## src/rtl/preload_pkg.sv

```systemverilog
// Shared definitions for the RAM preloader: FSM state encoding and memory access-size codes.
// Pure declarations, no latency or flow control of its own.
// Build option PRELOAD_CHECKSUM_EN enables the checksum state used by ram_preload_ctrl.
package preload_pkg;

  typedef enum logic [2:0] {
    ST_IDLE     = 3'd0,
    ST_COLLECT  = 3'd1,
    ST_WRITE    = 3'd2,
    ST_WAIT_MFC = 3'd3,
    ST_CHECK    = 3'd4,
    ST_DONE     = 3'd5,
    ST_ERROR    = 3'd6
  } state_t;

  localparam logic [1:0] MT_BYTE = 2'd0;
  localparam logic [1:0] MT_HALF = 2'd1;
  localparam logic [1:0] MT_WORD = 2'd2;

  function automatic logic [1:0] bpw_to_type(input int bpw);
    case (bpw)
      1:       return MT_BYTE;
      2:       return MT_HALF;
      default: return MT_WORD;
    endcase
  endfunction

endpackage

```

## src/rtl/preload_word_asm.sv

```systemverilog
// Big-endian word assembler: bytes shift in from the LSB side, a final partial word is zero-padded.
// Latency: word register updates on the clock edge that accepts a byte.
// Backpressure: none internally; the controller only strobes byte_vld when it can take the byte.
module preload_word_asm
  import preload_pkg::*;
#(
  parameter int BPW = 4
) (
  input  logic             clk,
  input  logic             rst,
  input  logic             clear,
  input  logic             next_word,
  input  logic             byte_vld,
  input  logic [7:0]       byte_dat,
  input  logic             byte_last,
  output logic [8*BPW-1:0] word_dat,
  output logic             word_full
);

  logic [2:0]       fill_q;
  logic [8*BPW-1:0] shifted;
  logic [8*BPW-1:0] padded;

  generate
    if (BPW == 1) begin : g_single
      assign shifted = byte_dat;
    end else begin : g_multi
      assign shifted = {word_dat[8*BPW-9:0], byte_dat};
    end
  endgenerate

  // Left-justify a short final word; stale bytes from the previous word fall off the top.
  assign padded    = shifted << (8 * (BPW - 1 - int'(fill_q)));
  assign word_full = (fill_q == 3'(BPW - 1));

  always_ff @(posedge clk) begin
    if (rst) begin
      word_dat <= '0;
      fill_q   <= '0;
    end else if (clear) begin
      word_dat <= '0;
      fill_q   <= '0;
    end else if (byte_vld) begin
      word_dat <= byte_last ? padded : shifted;
      fill_q   <= fill_q + 3'd1;
    end else if (next_word) begin
      fill_q   <= '0;
    end
  end

endmodule

```

## src/rtl/ram_preload_ctrl.sv

```systemverilog
// RAM preloader: streams bytes into big-endian words, writes them via Mov/MFC, holds the CPU until done.
// Latency: last byte of a word -> Mem_Mov in 2 cycles; Mem_MFC -> Done or next In_Ready in 1 cycle.
// Backpressure: In_Ready only while collecting; define PRELOAD_CHECKSUM_EN for a trailing checksum byte.
module ram_preload_ctrl
  import preload_pkg::*;
#(
  parameter int ADDR_W      = 9,
  parameter int BPW         = 4,
  parameter int BASE_ADDR   = 0,
  parameter int DEPTH       = 512,
  parameter int MFC_TIMEOUT = 64
) (
  input  logic              Clk,
  input  logic              Clr,
  input  logic              Start,
  input  logic              In_Valid,
  input  logic [7:0]        In_Data,
  input  logic              In_Last,
  output logic              In_Ready,
  output logic              Mem_Mov,
  output logic              Mem_RW,
  output logic [1:0]        Mem_Type,
  output logic [ADDR_W-1:0] Mem_Addr,
  output logic [8*BPW-1:0]  Mem_Data,
  input  logic              Mem_MFC,
  output logic              Cpu_Hold,
  output logic              Done,
  output logic              Error,
  output logic [ADDR_W:0]   Byte_Count
);

  localparam int TW = $clog2(MFC_TIMEOUT) + 1;

  state_t            state_q, state_d;
  logic [ADDR_W:0]   addr_q;
  logic [ADDR_W:0]   cnt_q;
  logic [TW-1:0]     timer_q;
  logic              last_seen_q;
  logic              start_ok;
  logic              accept;
  logic              collect_acc;
  logic              fits;
  logic              word_full;
`ifdef PRELOAD_CHECKSUM_EN
  logic [7:0]        sum_q;
`endif

  assign start_ok    = Start && (state_q == ST_IDLE || state_q == ST_DONE || state_q == ST_ERROR);
  assign accept      = In_Valid && In_Ready;
  assign collect_acc = accept && (state_q == ST_COLLECT);
  // addr_q carries one spare bit so an address past the RAM can never alias back into range.
  assign fits        = (32'(addr_q) + 32'(BPW - 1)) < 32'(BASE_ADDR + DEPTH);

  assign Mem_RW     = 1'b0;
  assign Mem_Type   = bpw_to_type(BPW);
  assign Mem_Addr   = addr_q[ADDR_W-1:0];
  assign Byte_Count = cnt_q;

  preload_word_asm #(.BPW(BPW)) u_asm (
    .clk       (Clk),
    .rst       (Clr),
    .clear     (start_ok),
    .next_word (state_q == ST_WRITE),
    .byte_vld  (collect_acc),
    .byte_dat  (In_Data),
    .byte_last (In_Last),
    .word_dat  (Mem_Data),
    .word_full (word_full)
  );

  always_ff @(posedge Clk) begin
    if (Clr) state_q <= ST_IDLE;
    else     state_q <= state_d;
  end

  always_comb begin
    state_d  = state_q;
    In_Ready = 1'b0;
    Mem_Mov  = 1'b0;
    Cpu_Hold = 1'b0;
    Done     = 1'b0;
    Error    = 1'b0;
    case (state_q)
      ST_IDLE: begin
        if (start_ok) state_d = ST_COLLECT;
      end
      ST_COLLECT: begin
        In_Ready = 1'b1;
        Cpu_Hold = 1'b1;
        if (collect_acc && (word_full || In_Last)) state_d = ST_WRITE;
      end
      ST_WRITE: begin
        Cpu_Hold = 1'b1;
        state_d  = fits ? ST_WAIT_MFC : ST_ERROR;
      end
      ST_WAIT_MFC: begin
        Mem_Mov  = 1'b1;
        Cpu_Hold = 1'b1;
        if (Mem_MFC) begin
`ifdef PRELOAD_CHECKSUM_EN
          state_d = last_seen_q ? ST_CHECK : ST_COLLECT;
`else
          state_d = last_seen_q ? ST_DONE : ST_COLLECT;
`endif
        end else if (timer_q == TW'(MFC_TIMEOUT - 1)) begin
          state_d = ST_ERROR;
        end
      end
`ifdef PRELOAD_CHECKSUM_EN
      ST_CHECK: begin
        In_Ready = 1'b1;
        Cpu_Hold = 1'b1;
        if (accept) state_d = (In_Data == sum_q) ? ST_DONE : ST_ERROR;
      end
`endif
      ST_DONE: begin
        Done = 1'b1;
        if (start_ok) state_d = ST_COLLECT;
      end
      ST_ERROR: begin
        Error    = 1'b1;
        Cpu_Hold = 1'b1;
        if (start_ok) state_d = ST_COLLECT;
      end
      default: state_d = ST_IDLE;
    endcase
  end

  always_ff @(posedge Clk) begin
    if (Clr) begin
      addr_q      <= (ADDR_W+1)'(BASE_ADDR);
      cnt_q       <= '0;
      timer_q     <= '0;
      last_seen_q <= 1'b0;
    end else begin
      if (start_ok) begin
        addr_q      <= (ADDR_W+1)'(BASE_ADDR);
        cnt_q       <= '0;
        last_seen_q <= 1'b0;
      end
      if (collect_acc) begin
        cnt_q <= cnt_q + (ADDR_W+1)'(1);
        if (In_Last) last_seen_q <= 1'b1;
      end
      if (state_q == ST_WRITE)         timer_q <= '0;
      else if (state_q == ST_WAIT_MFC) timer_q <= timer_q + TW'(1);
      if (state_q == ST_WAIT_MFC && Mem_MFC) addr_q <= addr_q + (ADDR_W+1)'(BPW);
    end
  end

`ifdef PRELOAD_CHECKSUM_EN
  always_ff @(posedge Clk) begin
    if (Clr)              sum_q <= '0;
    else if (start_ok)    sum_q <= '0;
    else if (collect_acc) sum_q <= sum_q + In_Data;
  end
`endif

endmodule
```

## config.mk

```make
export PLATFORM = sky130hd
export DESIGN_NAME = ram_preload_ctrl
export DESIGN_NICKNAME = d
export VERILOG_FILES = /design/src/rtl/preload_pkg.sv /design/src/rtl/preload_word_asm.sv /design/src/rtl/ram_preload_ctrl.sv
export SDC_FILE = /design/constraint.sdc
export NUM_CORES = 1
export LEC_CHECK = 0
export CAP_MARGIN = 10
export CELL_PAD_IN_SITES_DETAIL_PLACEMENT = 1
export CELL_PAD_IN_SITES_GLOBAL_PLACEMENT = 2
export CORE_MARGIN = 2
export CORE_UTILIZATION = 33
export CTS_CLUSTER_DIAMETER = 30
export CTS_CLUSTER_SIZE = 12
export DETAILED_ROUTE_END_ITERATION = 10
export DONT_BUFFER_PORTS = 1
export GPL_TIMING_DRIVEN = 0
export PLACE_DENSITY_LB_ADDON = 0.1
export SLEW_MARGIN = 20
export SYNTH_ARGS = -nofsm -noshare
export SYNTH_HDL_FRONTEND = slang
export SYNTH_SLANG_ARGS = --single-unit
export TNS_END_PERCENT = 5
```

## constraint.sdc

```tcl
create_clock -name Clk -period 1.61 [get_ports Clk]
set_input_delay 0.2415 -clock Clk [delete_from_list [all_inputs] [get_ports Clk]]
set_output_delay 0.2415 -clock Clk [all_outputs]
set_load 0.02 [all_outputs]
```

### Word level (Yosys, flattened, before mapping)

Cells that the tools add are included.

| storage, ports and cells | value |
|---|---|
| memories | 0 |
| bits in writable memories | 0 |
| latch bits | 0 |
| flip-flop bits (word level) | 66 |
| output and inout port bits | 59 |
| memory bits (read-only) | 0 |
| word-level logic and storage cells | 63 |

| cells by class | value |
|---|---|
| order comparisons | 1 |
| equal/unequal tests | 10 |
| div/mod/pow operators | 0 |
| reductions and logical operators | 17 |
| shift-type cells | 1 |
| bitwise gates (word level) | 0 |
| add/subtract/negate cells | 6 |
| muxes and demuxes | 21 |
| multipliers | 0 |

Operators by type and width:

| operator | number |
|---|---|
| 32-bit 2-to-1 mux | 1 |
| 32-bit by 32-bit left shift with 32-bit output | 1 |
| 10-bit 2-to-1 mux | 3 |
| 3-bit 2-to-1 mux | 8 |
| 3-bit one-hot mux with 4 select lines | 1 |
| 10-bit by 2-bit adder with 11-bit output (second input constant) | 1 |
| 11-bit by 10-bit less-than comparator with 1-bit output (second input constant) | 1 |
| 10-bit by 1-bit adder with 10-bit output (second input constant) | 1 |
| 10-bit by 3-bit adder with 10-bit output (second input constant) | 1 |
| 3-bit by 2-bit == test with 1-bit output (second input constant) | 3 |
| 1-bit 2-to-1 mux | 8 |
| 7-bit by 1-bit adder with 7-bit output (second input constant) | 1 |
| 7-bit by 6-bit == test with 1-bit output (second input constant) | 1 |
| 3-bit == test (second input constant) | 2 |
| 2-bit nonzero test | 3 |
| 1-bit logical AND | 5 |
| 2-bit by 1-bit != test with 1-bit output (second input constant) | 2 |
| 2-bit OR reduction | 2 |
| 4-bit OR reduction | 1 |
| 2-bit by 3-bit subtractor with 4-bit output (first input constant) | 1 |
| 3-bit by 1-bit adder with 3-bit output (second input constant) | 1 |
| 3-bit by 1-bit == test with 1-bit output (second input constant) | 1 |
| 3-bit zero test | 1 |
| 1-bit logical OR | 3 |
| other kinds (3) | 3 |

### Depth between registers and ports, before layout

| logic depth | value |
|---|---|
| depth after elaboration | 7 |
| depth in mapped cells | 7 |
| mapped depth without buffers | 6 |

### Hierarchy

From an unflattened synthesis, not the netlist that was laid out.

| second synthesis, totals | value |
|---|---|
| cell total of the unflattened synthesis | 443 |
| area, all modules | 3565.9 um^2 |

By module, submodules not included:

| module | cells each | times used | seq. area each (um^2) | area each (um^2) |
|---|---|---|---|---|
| preload_word_asm | 244 | 1 | 700.7 | 1948.1 |
| ram_preload_ctrl | 199 | 1 | 580.6 | 1617.8 |

### Worst setup path before layout

Ideal clock, no wire load.

| timing path | value |
|---|---|
| path kind | reg2reg |
| start point | register cnt_q[4], in the netlist Byte_Count[4] |
| end point | register cnt_q[9], in the netlist Byte_Count[9] |
| clock period less this slack | 1.558 ns |
| stages on the path, launching flop included | 5 |
| path buffers | 0 |
| required time | 1.483 ns |
| path slack | 0.052 ns |
| arrival | 1.430 ns |
| cells stage by stage | dfxtp_1 nand4_1 or4_4 nand4b_1 o31ai_2 |

| between the ends | value |
|---|---|
| word-level cells in the longest chain between the ends | 2 |

Ends and longest elaborated chain:

| what | RTL line | RTL |
|---|---|---|
| start, declared | ram_preload_ctrl.sv:36 | `logic [ADDR_W:0] cnt_q;` |
| start signal, assigned | ram_preload_ctrl.sv:142 | `cnt_q <= cnt_q + (ADDR_W+1)'(1);` |
| 10-bit by 1-bit adder with 10-bit output | ram_preload_ctrl.sv:142 |  |
| 10-bit 2-to-1 mux | ram_preload_ctrl.sv:141 | `if (collect_acc) begin` |

No other way between the ends.
A chain may end at the register's enable or synchronous reset.

### Final worst setup path

| timing path | value |
|---|---|
| start point | register u_asm.fill_q[0] |
| end point | register state_q[0] |

| between the ends | value |
|---|---|
| word-level cells in the longest chain between the ends | 5 |

Ends and longest elaborated chain:

| what | RTL line | RTL |
|---|---|---|
| start, declared | preload_word_asm.sv:20 | `logic [2:0] fill_q;` |
| start signal, assigned | preload_word_asm.sv:45 | `fill_q <= fill_q + 3'd1;` |
| 3-bit by 2-bit == test with 1-bit output | preload_word_asm.sv:34 | `assign word_full = (fill_q == 3'(BPW - 1));` |
| 1-bit logical OR | ram_preload_ctrl.sv:90 | `if (collect_acc && (word_full \|\| In_Last)) state_d = ST_WRITE;` |
| 1-bit logical AND | ram_preload_ctrl.sv:90 |  |
| 2-bit by 1-bit != test with 1-bit output (no line) | - |  |
| 3-bit AND reduction (no line) | - |  |
| end signal, assigned | ram_preload_ctrl.sv:73 | `else state_q <= state_d;` |
| end, declared | ram_preload_ctrl.sv:34 | `state_t state_q, state_d;` |

No other way between the ends.

==> impl_results.md <==
* Status: complete, no violations
* # IOs at 73
* First-pass GRT wire length at 18200 um
* Total core area at 0.00986 sq mm
* Number of synthesis warnings at 0
* Xor and xnor fraction of the mapped netlist area at 3.12%
* Row cnt at 36
* Initial Utilization at between 30% and 40%
* Sw Share at 38.0%
* CP startpoint kind: register
* Hold crit path type: in -> reg
* Total track usage at 21.1%
* Net Sw Power at 2.02 mW
* Max-slew violations at 0
* Mapped Area at roughly 0.0034 sq mm
* Layout cells sized above 1 at around 26%
* Seq/Total Area, Yosys at 38.0%
* Finished Core Util at 42.2%
* Mean Syn Cell Area at around 8.4 sq um
* Final worst path period share at between 90% and 100%
* # clock sinks at 64
* Crit-path slowest cell: dfxtp_4
* Clock share of power at 27.2%
* Die Height at 105 um
* FMAX at 628 MHz
* DR vias at 3190
* Post-detail-place hpwl at 7670 um
* Most used cell, CP: ha_4
* Leakage at roughly 1.4 nW
* CP max stage delay at 0.38 ns
* Design internal power at 3.29 mW
* Worst-Skew Late Latency at 0.34 ns
* Die outline area at ~0.011 sq mm
* Endpoints failing setup at 0
* Largest net degree at the start of global routing at 11
* Placed cell count at 537
* Vias per cell at 5.61
* Number of synthesized flops with an enable pin at 0
* Layout net count at 450
* Antenna viol nets, final at 0
* Main flop type after synthesis: dfxtp_1
* Post-synthesis compound-gate area fraction at a little over a fifth
* WP data arrival at 1.81 ns
* Pwr per Cell Area at 1280 mW/mm^2
* CTS max path bufs at 2
* Comb power frac at 34.3%
* Worst Skew at 0.0155 ns
* Area share of the largest cell type after synthesis at a little under two fifths
* Root buf cell: clkbuf_8
* Area Growth Syn to Fin at 23.5%
* Syn Inst Count at 401
* #FFs+latches synth at 64
* Drt first-iter violations at 144
* Hold_buf cts at 0
* Maxcap violations at 0
* Final non-filler cell total at between 500 and 600
* Leading area contributor after synthesis: dfxtp_1
* Most frequent cell after synthesis: dfxtp_1
* Initial antenna violation count at 0
* Vias in the first global route at ~3200
* Slew HR at 56.8%
* Minimum clock period at approximately 1.6 ns
* Sequential share of power at 38.5%
* CTS buffer count at 9
* Max H-tree Level at 3
* Worst Hold Depth at 2
* Most frequent cells after synthesis: dfxtp_1, nor2_1, nand2_1, a21oi_1, nand3_1
* GRT overflow at 0
* Die width at 105 um
* Final hold viol count at 0
* RSZ-0062 raised after global routing: yes
* Crit Path Class: reg -> reg
* Reg2reg path depth at 6
* Peak supply drop at 0.557 mV
* Routed len/inst at about 20 um
* Crit path max fanout at 7
* Largest family of logic cells by synthesized area: compound AO/OA/AOI/OAI gates
* Crit-path cells: ha_4, ha_4, o211ai_1, nand3_1, o311ai_4, mux2_4
* Area contributors post-synth: dfxtp_1, mux2i_1, nor2_1
* Async S/R FF share, synth at 0%
* DRC at 0
* Synth Area in Simple Gates at 20.8%
* Worst-path clk slew at ~0.08 ns
* Iteration count of the initial detailed-routing pass at 4
* ANT cells at 0
* GPL Wtd Cong at 0.769
* Final wirelength at approximately 12000 um
* Worst setup EP type: register
* CTS tree: built
* Critical Path RT at 1.83 ns
* Multiplexer share of the synthesized area at under 10%
* Slew of the pin with the lowest slew margin at 0.648 ns
* Number of distinct library cells after synthesis at a little over 50
* Setup TNS Final at 0 ns
* Synth Area in Adders at 1.86%
* I/O Buffers at 0
[timing repair]
item                       CTS  global route
setup endpoints to repair   60            58
gates resized for setup     46            38
buffers inserted             4            13
cloned                       0             1
pin swaps                    3            11
[final cells by class]
type	count	area, sq um
sequential	64	1300
inverter	14	56.3
multi-input combinational	282	1970
clock inverter	2	37.5
fill	1155	5700
tap	133	166
timing repair buffer	18	133
clock buffer	14	163
buffer	42	339
[kinds of logic after synthesis]
family	count (synthesis)
simple gates	136
other cells	2
mux	18
flops	64
buf+inv	58
compound gates	106
xor+xnor	12
fa+ha+maj	5
[state kept, by name (all words and copies together) (netlist names)]
signal,cells
addr_q,8
timer_q,7
u_asm.word_dat,32
last_seen_q,1
Byte_Count,10
state_q,3
u_asm.fill_q,3
[stage by stage]
| stage | hold WS, ns | power, mW | instance area (sq um) | setup WS [ns] |
|---|---|---|---|---|
| 2_1_floorplan | 0.393 | 3.07 | 3380 | 0.0522 |
| 3_3_place_gp | 0.394 | 3.49 | 3550 | -0.322 |
| 3_5_place_dp | 0.403 | 3.52 | 3550 | -0.294 |
| 4_1_cts | 0.0278 | 5.19 | 3920 | -0.0743 |
| 5_1_grt | 0.0428 | 5.60 | 4160 | -0.0459 |
| 6_report | 0.0379 | 5.31 | 4160 | 0.0184 |
[critical path: cells and delay by family, from the launching register on]
family	cells	cell delay, ns
fa+ha+maj	2	0.32
flops	1	0.38
mux	1	0.33
compound gates	2	0.30
simple gates	1	0.15
[final timing paths]
| kind | start | end | slack, ns |
|---|---|---|---|
| worst min-delay path | In_Data[7] | u_asm.word_dat[7] | 0.04 |
| worst min register to register | timer_q[1] | timer_q[1] | 0.48 |
| worst max register to register | u_asm.fill_q[0] | state_q[0] | 0.02 |
| worst max-delay path | u_asm.fill_q[0] | state_q[0] | 0.02 |
[layer usage]
layer  share of wire (%)  vias up  GRT usage (%)
met3                 5.6        7           5.49
met5                   0        -              0
met2                  48       74           35.5
met1                  45     1603           26.8
met4                 1.1        0           5.62
li1                    -     1506              -
[power groups by stage]
stage	Clock, mW	Sequential [mW]	Combinational, mW
6_report	1.44	2.05	1.82
5_1_grt	1.54	2.07	1.99
4_1_cts	1.48	2.04	1.67
3_5_place_dp	0	2.07	1.45
3_3_place_gp	0	2.06	1.42
2_1_floorplan	0	2.01	1.07
[placed cells by master, fill, tap and decap left out, drive strengths merged, types with 17 or more instances in the layout]
master / count
dfxtp: 64
buf: 51
nor2: 42
nand2: 27
a21oi: 25
clkbuf: 23
nand3: 19
o22ai: 18
nor3: 17
mux2i: 17
(Power assumes the default switching activity.)
